## config.mk

```make
export PLATFORM = sky130hd
export DESIGN_NAME = head_mem_arbiter
export DESIGN_NICKNAME = d
export VERILOG_FILES = /design/src/rtl/head_mem_arbiter.sv
export SDC_FILE = /design/constraint.sdc
export NUM_CORES = 1
export LEC_CHECK = 0
export CAP_MARGIN = 40
export CORE_UTILIZATION = 45
export DETAILED_ROUTE_END_ITERATION = 8
export PLACE_DENSITY = 0.86
export SKIP_LAST_GASP = 1
export SLEW_MARGIN = 40
export SYNTH_ARGS = -nofsm -noshare
export SYNTH_HDL_FRONTEND = slang
export SYNTH_SLANG_ARGS = --single-unit
```

## constraint.sdc

```tcl
create_clock -name clk -period 6.9 [get_ports clk]
set_clock_uncertainty 0.15 [all_clocks]
set_input_delay 2.07 -clock clk [delete_from_list [all_inputs] [get_ports clk]]
set_output_delay 2.07 -clock clk [all_outputs]
set_load 0.005 [all_outputs]
```

## src/rtl/head_mem_arbiter.sv

```systemverilog
// Round-robin arbiter sharing the head-array host memory port among NUM_REQ requesters.
// Read responses are routed back to their issuer through an in-order tag FIFO.
module head_mem_arbiter #(
    parameter int NUM_REQ         = 4,
    parameter int ADDR_WIDTH      = 22,
    parameter int DATA_WIDTH      = 16,
    parameter int MAX_OUTSTANDING = 8
) (
    input  logic                          clk,
    input  logic                          rst_n,
    input  logic [NUM_REQ-1:0]            req_vld,
    output logic [NUM_REQ-1:0]            req_rdy,
    input  logic [NUM_REQ-1:0]            req_wen,
    input  logic [NUM_REQ*ADDR_WIDTH-1:0] req_addr,
    input  logic [NUM_REQ*DATA_WIDTH-1:0] req_wdata,
    output logic [NUM_REQ-1:0]            rsp_vld,
    output logic [DATA_WIDTH-1:0]         rsp_rdata,
    input  logic                          quiesce,
    output logic                          idle,
    input  logic                          err_clr,
    output logic                          err_unexp_rvld,
    output logic [ADDR_WIDTH-1:0]         array_mem_addr,
    output logic [DATA_WIDTH-1:0]         array_mem_wdata,
    output logic                          array_mem_wen,
    output logic                          array_mem_ren,
    input  logic [DATA_WIDTH-1:0]         array_mem_rdata,
    input  logic                          array_mem_rvld
);

    localparam int TAG_W = (NUM_REQ > 1) ? $clog2(NUM_REQ) : 1;
    localparam int PTR_W = (MAX_OUTSTANDING > 1) ? $clog2(MAX_OUTSTANDING) : 1;
    localparam int CNT_W = $clog2(MAX_OUTSTANDING + 1);
    localparam logic [CNT_W-1:0] MAX_CNT = CNT_W'(MAX_OUTSTANDING);
    localparam logic [TAG_W:0]   NREQ_W  = (TAG_W + 1)'(NUM_REQ);
    localparam logic [TAG_W-1:0] LAST_REQ = TAG_W'(NUM_REQ - 1);

    logic [TAG_W-1:0]      rr_ptr_q, rr_ptr_d;
    logic [CNT_W-1:0]      cnt_q, cnt_d;
    logic [PTR_W-1:0]      wr_ptr_q, rd_ptr_q;
    logic [TAG_W-1:0]      tag_mem_q [MAX_OUTSTANDING];
    logic [ADDR_WIDTH-1:0] addr_q;
    logic [DATA_WIDTH-1:0] wdata_q;
    logic                  wen_q, ren_q;
    logic [NUM_REQ-1:0]    rsp_vld_q, rsp_vld_d;
    logic [DATA_WIDTH-1:0] rsp_rdata_q;
    logic                  err_q, err_d;

    logic [NUM_REQ-1:0]    elig;
    logic                  grant_vld;
    logic [TAG_W-1:0]      grant_idx;
    logic [TAG_W:0]        scan_idx;
    logic                  push, pop, unexp;

    // Handshake: a requester transfers when req_vld & req_rdy; req_rdy is one-hot
    // or zero and never depends on anything but registered state and current inputs.
    always_comb begin
        for (int i = 0; i < NUM_REQ; i++) begin
            elig[i] = req_vld[i] & ~quiesce & (req_wen[i] | (cnt_q < MAX_CNT));
        end
    end

    always_comb begin
        grant_vld = 1'b0;
        grant_idx = '0;
        scan_idx  = '0;
        for (int k = 0; k < NUM_REQ; k++) begin
            scan_idx = {1'b0, rr_ptr_q} + (TAG_W + 1)'(k);
            if (scan_idx >= NREQ_W) scan_idx = scan_idx - NREQ_W;
            if (!grant_vld && elig[scan_idx[TAG_W-1:0]]) begin
                grant_vld = 1'b1;
                grant_idx = scan_idx[TAG_W-1:0];
            end
        end
    end

    assign req_rdy = grant_vld ? (NUM_REQ'(1) << grant_idx) : '0;

    assign push  = grant_vld & ~req_wen[grant_idx];
    assign pop   = array_mem_rvld & (cnt_q != '0);
    assign unexp = array_mem_rvld & (cnt_q == '0);

    always_comb begin
        rr_ptr_d = rr_ptr_q;
        if (grant_vld) rr_ptr_d = (grant_idx == LAST_REQ) ? '0 : grant_idx + 1'b1;

        cnt_d = cnt_q;
        if (push && !pop)      cnt_d = cnt_q + 1'b1;
        else if (!push && pop) cnt_d = cnt_q - 1'b1;

        rsp_vld_d = pop ? (NUM_REQ'(1) << tag_mem_q[rd_ptr_q]) : '0;

        // A new stray response outranks a simultaneous clear.
        err_d = err_q;
        if (err_clr) err_d = 1'b0;
        if (unexp)   err_d = 1'b1;
    end

    always_ff @(posedge clk or negedge rst_n) begin
        if (!rst_n) begin
            rr_ptr_q    <= '0;
            cnt_q       <= '0;
            wr_ptr_q    <= '0;
            rd_ptr_q    <= '0;
            for (int i = 0; i < MAX_OUTSTANDING; i++) tag_mem_q[i] <= '0;
            addr_q      <= '0;
            wdata_q     <= '0;
            wen_q       <= 1'b0;
            ren_q       <= 1'b0;
            rsp_vld_q   <= '0;
            rsp_rdata_q <= '0;
            err_q       <= 1'b0;
        end else begin
            rr_ptr_q  <= rr_ptr_d;
            cnt_q     <= cnt_d;
            rsp_vld_q <= rsp_vld_d;
            err_q     <= err_d;
            wen_q     <= grant_vld &  req_wen[grant_idx];
            ren_q     <= grant_vld & ~req_wen[grant_idx];
            if (grant_vld) begin
                addr_q  <= req_addr[grant_idx*ADDR_WIDTH +: ADDR_WIDTH];
                wdata_q <= req_wdata[grant_idx*DATA_WIDTH +: DATA_WIDTH];
            end
            if (push) begin
                tag_mem_q[wr_ptr_q] <= grant_idx;
                wr_ptr_q            <= wr_ptr_q + 1'b1;
            end
            if (pop) begin
                rd_ptr_q    <= rd_ptr_q + 1'b1;
                rsp_rdata_q <= array_mem_rdata;
            end
        end
    end

    assign array_mem_addr  = addr_q;
    assign array_mem_wdata = wdata_q;
    assign array_mem_wen   = wen_q;
    assign array_mem_ren   = ren_q;
    assign rsp_vld         = rsp_vld_q;
    assign rsp_rdata       = rsp_rdata_q;
    assign err_unexp_rvld  = err_q;
    assign idle            = (cnt_q == '0) & ~wen_q & ~ren_q;

endmodule
```

==> impl_metrics.json <==
{
  "max_slew.worst_pin.slew_ps": 806.3,
  "setup_tns_ps": 0,
  "p_seq_share_pct": 33.0,
  "holdBufCountCts": 0,
  "hp-class": "flip-flop to flip-flop",
  "ys_ff_latch": 89,
  "arrival_ps": 4570,
  "coreArea_um2": 11420,
  "drv_cap": 0,
  "p_int_mw": 1.867,
  "r2r_start": "cnt_q[3]",
  "rsz0062_at_grt": "no",
  "hold_viol_final": 0,
  "cp_max_fo": 11,
  "grt_pass1_wl_um": 23330,
  "insertion_delay_ps": 340,
  "grt-ovfl-total": 0,
  "n_antenna_cell": 0,
  "routed_via_density": 5.223,
  "grt_use_met2_pct": 47.10,
  "r2r_cells": 15,
  "drive_gt1_share_pct": 13.25,
  "ir_drop_uv": 205.2,
  "combPwrFrac_pct": 48.8,
  "yosysSeqAreaShare_pct": 42.34,
  "cts_tree": "built",
  "synthArstFlopShare_pct": 100.0,
  "r2r-end": "cnt_q[3]",
  "numCtsBuffers": 9,
  "htree_num_levels": 3,
  "final_common_cell": "clkdlybuf4s50_1",
  "final_cell_mix": "clkdlybuf4s50_1, mux2i_1, dfrtp_1, nand2_1, mux2_2",
  "grt_pass1_vias": 4621,
  "drtPass1Iterations": 4,
  "num-fill-cells": 836,
  "wl_per_cell_um": 18.58,
  "pin_count": 247,
  "post-dp-hpwl_um": 11970,
  "clockBufferDepth": 2,
  "ys_warn_count": 0,
  "clk_pin_slew_ps": 70,
  "end_kind": "output pin",
  "report.final.slew_viol_count": 0,
  "busiest_layer": "met2",
  "initial_utilization_pct": 46.07,
  "holdPathStages": 2,
  "gp_congestion": 0.8667,
  "drc": 0,
  "die_h_um": 110.1,
  "fin_crit_ps": 6793,
  "ys_types": 52,
  "whs_ps": 327.9,
  "grt_antenna_before_repair": 0,
  "crit_type": "input pin to output pin",
  "fp.dieW_um": 110.1,
  "start_kind": "input pin",
  "fmax_ghz": 0.1472,
  "grt_start_max_net_pins": 90,
  "use_met1_pct": 28.76,
  "powerDensity_nw_per_um2": 345.3,
  "rrSetupSlack_ps": 2690,
  "vias": 4335,
  "hp-start": "rsp_rdata[9]",
  "syn_nets": 635,
  "rows": 39,
  "regArea_um2": 2227,
  "setup_viol": 0,
  "met3_usage_pct": 6.467,
  "cts_resized": 0,
  "synth_area_um2": 5260,
  "drtIter0Drc": 197,
  "synth_top_flop_cell": "dfrtp_1",
  "gr-usage-all-layers_pct": 26.09,
  "synthCells": 444,
  "wl_um": 15420,
  "p_leak_nw": 3.427,
  "min_to": "rsp_rdata[9]",
  "clockPowerShare_pct": 18.2,
  "synth_edf_count": 0,
  "fin_crit_sh_pct": 98.45,
  "dieArea_um2": 12130,
  "areaGrowthSynthToFinish_pct": 54.42,
  "syn_area_per_cell_um2": 11.85,
  "cts_sinks": 89,
  "ctsRootBufferMaster": "clkbuf_16",
  "slew_headroom_pct": 46.25,
  "outcome": "complete, no violations",
  "port_buffers": 246,
  "switching_share_pct": 33.46,
  "multiInputGateArea_um2": 2849,
  "ant_nets": 0,
  "p_sw_mw": 0.9387,
  "layout.nets": 873,
  "required_ps": 4680
}
## state kept, by name, indices dropped and copies added, names as in the netlist, 2 cells and up
| register | cells |
|---|---|
| tag_mem_q | 16 |
| wr_ptr_q | 3 |
| array_mem_wdata | 16 |
| rd_ptr_q | 3 |
| rsp_rdata | 16 |
| cnt_q | 4 |
| rsp_vld | 4 |
| rr_ptr_q | 2 |
| array_mem_addr | 22 |
## power groups by stage
stage	Clock (mW)	Sequential (mW)	Combinational, mW
after floorplan	0	0.906	0.775
after global placement	0	0.914	1.33
after detailed placement	0	0.933	1.38
after CTS	0.518	0.926	1.38
after global routing	0.540	0.959	1.48
final	0.511	0.924	1.37
## cells in the mapped netlist, types with 2 or more instances
master / instances / area (um2)
nand2b_1: 3 / 18.77
mux4_2: 4 / 90.09
mux2_2: 45 / 506.7
a211oi_2: 6 / 75.07
o21ai_0: 4 / 20.02
nand3_1: 5 / 25.02
mux2i_1: 116 / 1161
nand2_1: 55 / 206.5
inv_1: 8 / 30.03
dfrtp_1: 89 / 2227
buf_2: 8 / 40.04
and2_1: 7 / 43.79
xnor2_1: 6 / 52.55
a21oi_1: 2 / 10.01
buf_4: 7 / 52.55
nor2_1: 7 / 26.28
nor3_1: 2 / 10.01
buf_1: 2 / 7.510
nor2b_1: 3 / 18.77
or4_1: 2 / 15.01
mux2_1: 13 / 146.4
inv_2: 2 / 7.510
a21oi_2: 2 / 17.52
xor2_1: 2 / 17.52
ha_1: 9 / 112.6
or3_1: 3 / 18.77
buf_6: 3 / 33.78
clkbuf_1: 5 / 18.77
## how the worst max path moves through the flow
stage          slack [ps]         end  startpoint
2_1_floorplan         910  req_rdy[1]  req_vld[2]
3_3_place_gp          160  req_rdy[2]     quiesce
3_5_place_dp          -10  req_rdy[0]     quiesce
4_1_cts               140  req_rdy[2]     quiesce
5_1_grt                 9  req_rdy[1]     quiesce
6_report              110  req_rdy[1]     quiesce
## cell families (layout without fill, tap and decap cells)
kind of cell | Yosys count | in the layout | share of synthesized area [%]
mux | 178 | 178 | 36.20
simple gates | 98 | 98 | 9.349
flops | 89 | 89 | 42.34
buf+inv | 35 | 278 | 3.616
compound gates | 26 | 26 | 4.639
fa+ha+maj | 10 | 10 | 2.521
xor+xnor | 8 | 8 | 1.332
## repair_timing
action                                  CTS  global route
endpoints found under the setup margin    2             0
buffers inserted                          1             0
hold endpoints to repair                  0             0
## through the flow
stage          power, mW  std cells  utilization, %  instance area, um2  worst slack [ps]
5_1_grt            2.983        830           71.14                8123             8.553
4_1_cts            2.828        830           71.12                8120             135.8
3_5_place_dp       2.309        813           68.29                7797            -11.16
3_3_place_gp       2.246        813           68.22                7790             163.2
2_1_floorplan      1.681        444               -                5260             907.7
6_report           2.805        830           71.14                8123             106.7
## worst max-delay path, stage by stage
cell             delay [ps]
clkdlybuf4s50_1         630
nor2b_1                 160
and2_1                  180
or4_2                   800
and2_1                  220
clkdlybuf4s50_1         500
## final cells by class
cell class | count | area share [%]
Clock buffer | 11 | 3.112
Tap cell | 143 | 2.203
Inverter | 10 | 0.4621
Timing Repair Buffer | 252 | 30.96
Multi-Input combinational cell | 320 | 35.07
Sequential cell | 89 | 27.42
Clock inverter | 5 | 0.7702
## routing by layer
layer | up-vias | part of all wire (%)
met4 | 0 | 3.6
met5 | - | 0
li1 | 2063 | -
met3 | 42 | 6.8
met2 | 152 | 51
met1 | 2078 | 39
(Power assumes the default switching activity.)
